==> src/rtl/c2c_r_arbiter.sv <==
// c2c_r_arbiter: two-master / one-slave arbiter for the c2c_r read bus.
// Master 0 is the instruction fetch unit, master 1 is the load path.
// A grant is held for exactly one slave transaction; the winning master's
// address and byte select are captured at grant and stay stable until s_ack.
// Build option: define C2C_R_ARB_RR_EN for round-robin arbitration on a tie;
// left undefined, m1 (LSU) always wins a tie and no pointer register exists.
module c2c_r_arbiter #(
    parameter int XLEN = 32
) (
    input  logic              clk,
    input  logic              reset_n,
    // master 0 (IFU)
    input  logic              m0_re,
    input  logic [XLEN/8-1:0] m0_sel,
    input  logic [XLEN-1:0]   m0_addr,
    output logic              m0_ack,
    output logic [XLEN-1:0]   m0_data,
    // master 1 (LSU)
    input  logic              m1_re,
    input  logic [XLEN/8-1:0] m1_sel,
    input  logic [XLEN-1:0]   m1_addr,
    output logic              m1_ack,
    output logic [XLEN-1:0]   m1_data,
    // slave
    output logic              s_re,
    output logic [XLEN/8-1:0] s_sel,
    output logic [XLEN-1:0]   s_addr,
    input  logic              s_ack,
    input  logic [XLEN-1:0]   s_data
);

    typedef enum logic [1:0] {
        IDLE   = 2'd0,
        GRANT0 = 2'd1,
        GRANT1 = 2'd2
    } state_t;

    state_t            state_q;
    logic              s_re_q;
    logic [XLEN/8-1:0] s_sel_q;
    logic [XLEN-1:0]   s_addr_q;
    logic              pick1;

`ifdef C2C_R_ARB_RR_EN
    // Pointer names the master holding tie priority: 0 = m0, 1 = m1.
    logic              rr_q;

    // Winner selection in IDLE: a lone requester wins, a tie goes to the pointer.
    always_comb begin
        pick1 = m1_re & (~m0_re | rr_q);
    end
`else
    // Winner selection in IDLE: m1 wins whenever it requests.
    always_comb begin
        pick1 = m1_re;
    end
`endif

    // Arbitration FSM with registered slave-side outputs.
    always_ff @(posedge clk) begin
        if (!reset_n) begin
            state_q  <= IDLE;
            s_re_q   <= 1'b0;
            s_sel_q  <= '0;
            s_addr_q <= '0;
`ifdef C2C_R_ARB_RR_EN
            rr_q     <= 1'b0;
`endif
        end else begin
            case (state_q)
                IDLE: begin
                    if (m0_re || m1_re) begin
                        s_re_q <= 1'b1;
                        if (pick1) begin
                            state_q  <= GRANT1;
                            s_addr_q <= m1_addr;
                            s_sel_q  <= m1_sel;
                        end else begin
                            state_q  <= GRANT0;
                            s_addr_q <= m0_addr;
                            s_sel_q  <= m0_sel;
                        end
`ifdef C2C_R_ARB_RR_EN
                        // Pointer moves on grant, to the master just passed over.
                        rr_q <= ~pick1;
`endif
                    end
                end
                GRANT0, GRANT1: begin
                    // Completion is keyed on s_ack alone, so an abandoned
                    // request still drains the slave transaction.
                    if (s_ack) begin
                        state_q <= IDLE;
                        s_re_q  <= 1'b0;
                    end
                end
                default: begin
                    state_q <= IDLE;
                    s_re_q  <= 1'b0;
                end
            endcase
        end
    end

    assign s_re   = s_re_q;
    assign s_sel  = s_sel_q;
    assign s_addr = s_addr_q;

    // Return path: ack/data routed only to the granted master, ack gated by its re.
    always_comb begin
        m0_ack  = 1'b0;
        m1_ack  = 1'b0;
        m0_data = '0;
        m1_data = '0;
        if (s_ack) begin
            if (state_q == GRANT0) begin
                m0_ack  = m0_re;
                m0_data = s_data;
            end else if (state_q == GRANT1) begin
                m1_ack  = m1_re;
                m1_data = s_data;
            end
        end
    end

endmodule
==> config.mk <==
export PLATFORM = sky130hd
export DESIGN_NAME = c2c_r_arbiter
export DESIGN_NICKNAME = d
export VERILOG_FILES = /design/src/rtl/c2c_r_arbiter.sv
export SDC_FILE = /design/constraint.sdc
export NUM_CORES = 1
export LEC_CHECK = 0
export CORE_MARGIN = 2
export CORE_UTILIZATION = 31
export CTS_BUF_LIST = sky130_fd_sc_hd__clkbuf_8
export DETAILED_ROUTE_END_ITERATION = 8
export GPL_TIMING_DRIVEN = 0
export PLACE_DENSITY = 0.89
export SLEW_MARGIN = 20
export SYNTH_ARGS = -nofsm -noshare
export SYNTH_HDL_FRONTEND = slang
export SYNTH_SLANG_ARGS = --single-unit
export TNS_END_PERCENT = 20
==> constraint.sdc <==
create_clock -name clk -period 2 [get_ports clk]
set_input_delay 0.5 -clock clk [delete_from_list [all_inputs] [get_ports clk]]
set_output_delay 0.5 -clock clk [all_outputs]
set_load 0.05 [all_outputs]
==> metrics.csv <==
metric;value;unit
outcome;finished, violations left;
violations;setup timing;
place_area;4640;µm²
grt_antenna_before_repair;0;
grt_usage;21.3;%
cts_hold_buf;0;
synthAdderAreaFrac;2.08;%
max_slew_margin;63.9;%
yosys.area_share.simple;19.4;%
grt_first_pass_wirelength;14.3;mm
dr.pass1.iters;4;
drt-met1-wl;3.22;mm
cp.arrival;1.67;ns
ys_seq_elements;39;
skew;0.0126;ns
cts_tree;built;
finalCritPeriodShare;108;%
num_vias;2650;
fp-row-count;32;
synth_xor_area_share;0;%
route.met2.wl;5.14;mm
globalplace.congestion;0.817;
die_h;92.1;µm
avgSynthCellArea;10.8;µm²
regArea;786;µm²
cts_buffers;5;
clockRootBuffer;clkbuf_8;
power_density;584;nW/µm²
tns;-4.25;ns
clk_pin_slew;0.09;ns
nets;558;
crit-reg2reg-capture;s_sel[3]$_SDFFE_PN0P_;
dp_hpwl;7.00;mm
clockBufferDepth;2;
synth_cell_type_count;27;
dp.cells;534;
drc;0;
final_cell_area;5020;µm²
wirelength;9.45;mm
synth_fp_nets;335;
die_width;92.1;µm
synthMuxAreaShare;15.0;%
detail_route.wl_per_cell;17.2;µm
gr-total-overflow;0;
fin_ws;-0.166;ns
min_from;s_re$_SDFFE_PN0P_;
hp-class;register to register;
worstReg2RegStart;state_q[1]$_SDFFE_PN0P_;
setup_viol;58;
endpoint_kind;output pin;
viasPerCell;4.84;
fillCellCount;583;
core;7610;µm²
leakagePower;2.61;nW
drtIter0Drc;47;
crit_type;register to output pin;
route.met3.wl;751;µm
synth_compound_area_share;23.7;%
synth_cells;222;
critPathRequiredTime;1.50;ns
mappedNetlistArea;2410;µm²
drv_cap;0;
multi_input_area;1550;µm²
total_power;2.93;mW
period_needed;2.17;ns
synth_top_family_by_area;compound AO/OA/AOI/OAI gates;
place.port_buffers;210;
r2r_cells;8;
diodes;0;
post-place-ws;-1.08;ns
vdd.ir_drop.worst;0.389;mV
pin_count;212;
ff2ff_setup_slack;0.42;ns
grt_start_max_net_pins;14;
yosys_warnings;0;
synth-seq-area-share;32.4;%
die_area;8480;µm²
synthToLayoutAreaGrowth;109;%
start_util;31.6;%
finalHoldViolations;0;
htreeDepth;2;
finalNonFillerCells;548;
crit_path_max_fanout;5;
ant_nets;0;
min_path_cells;2;
numClockSinks;39;
clk_latency;0.29;ns
crit_path_start_kind;register;
worstMarginPinSlew;0.540;ns
rsz0062_at_grt;true;
top_layer;met4;
min_to;s_re$_SDFFE_PN0P_;
clock.fmax;0.462;GHz
drive_gt1_share;38.8;%
grt_pass1_vias;2841;
maxSlewViolCount;0;
Yosys cell counts, drive strengths merged:
cell	number	area, µm²
and2	34	215
and3b	1	8.76
nand3	1	5.00
o2bb2ai	36	503
ha	4	50.1
clkbuf	7	30.0
o211ai	1	21.3
a21oi	2	10.0
nand2b	1	6.26
o21ai	5	28.8
nor2b	2	15.0
dfxtp	39	781
mux2i	36	360
a21boi	1	7.51
and2b	1	7.51
nor2	1	3.75
inv	3	11.3
buf	14	135
and3	33	206
registers in the layout (all words and copies together), names as in the netlist:
name / cells
s_addr: 32
s_re: 1
s_sel: 4
state_q: 2
critical path, stage by stage (launching register included):
cell     delay [ns]
dfxtp_2        0.36
inv_2          0.06
ha_4           0.15
and3b_2        0.35
buf_6          0.15
and2_4         0.16
buf_8          0.15
area by class of cell:
type / instances / share of cell area [%]
multi-input combinational: 160 / 30.9
sequential: 39 / 15.6
inverter: 3 / 0.224
buffer: 21 / 3.89
clock inverter: 2 / 0.274
tap: 102 / 2.54
timing repair buffer: 215 / 44.9
clock buffer: 6 / 1.64
kinds of logic (layout without fill, tap and decap cells):
logic type,count (synthesis),in the layout
fa+ha+maj,4,4
flops,39,39
compound gates,45,45
buf+inv,24,247
simple gates,74,75
mux,36,36
per-layer routing:
layer / up-vias / global-route usage [%]
li1: 1258 / -
met1: 1219 / 19.9
met2: 149 / 42.3
met3: 24 / 6.16
met4: 0 / 9.33
met5: - / 0
repair_timing:
item / in CTS / in global routing
gates cloned: 4 / 0
setup endpoints to repair: 69 / 86
buffers inserted: 1 / 1
hold endpoints to repair: 0 / 0
resized for setup: 506 / 35
pin swaps: 21 / 0
worst max-delay path by stage:
| stage | cells past startpoint | from | slack, ns | endpoint |
|---|---|---|---|---|
| detailed placement | 5 | s_ack | -1.08 | m1_data[16] |
| CTS | 6 | state_q[1]$_SDFFE_PN0P_ | -0.13 | m1_data[16] |
| global route | 6 | state_q[1]$_SDFFE_PN0P_ | -0.20 | m1_data[8] |
| global placement | 5 | s_ack | -1.09 | m1_data[17] |
| finish | 6 | state_q[1]$_SDFFE_PN0P_ | -0.17 | m1_data[8] |
| floorplan | 5 | state_q[1]$_SDFFE_PN0P_ | 0.09 | m1_data[10] |
metrics by stage:
stage          hold WS [ns]  util, %
2_1_floorplan         0.474        -
5_1_grt               0.480     66.0
6_report              0.456     66.0
3_3_place_gp          0.438     60.9
4_1_cts               0.457     64.7
3_5_place_dp          0.445     60.9
cell usage in the layout (no fill, tap or decap), types with 2 or more instances in the layout:
| cell | n |
|---|---|
| buf_6 | 16 |
| dlygate4sd2_1 | 4 |
| dlymetal6s2s_1 | 23 |
| clkbuf_2 | 2 |
| o21ai_0 | 4 |
| o2bb2ai_1 | 6 |
| buf_12 | 3 |
| clkbuf_8 | 6 |
| a21oi_1 | 2 |
| and2_1 | 2 |
| and2_4 | 32 |
| buf_8 | 25 |
| buf_2 | 6 |
| and3_1 | 33 |
| o2bb2ai_2 | 30 |
| ha_1 | 2 |
| inv_2 | 2 |
| mux2i_1 | 36 |
| clkbuf_4 | 3 |
| and3b_2 | 2 |
| clkdlybuf4s50_1 | 116 |
| buf_4 | 36 |
| dfxtp_1 | 37 |
where the power goes:
| part | switching (mW) | leakage (nW) | internal, mW | total [mW] |
|---|---|---|---|---|
| sequential | 0.0643 | 0.323 | 0.869 | 0.933 |
| clock | 0.295 | 0.0516 | 0.282 | 0.578 |
| combinational | 0.793 | 2.23 | 0.627 | 1.42 |
| total | 1.15 | 2.61 | 1.78 | 2.93 |
(Power assumes the default switching activity.)
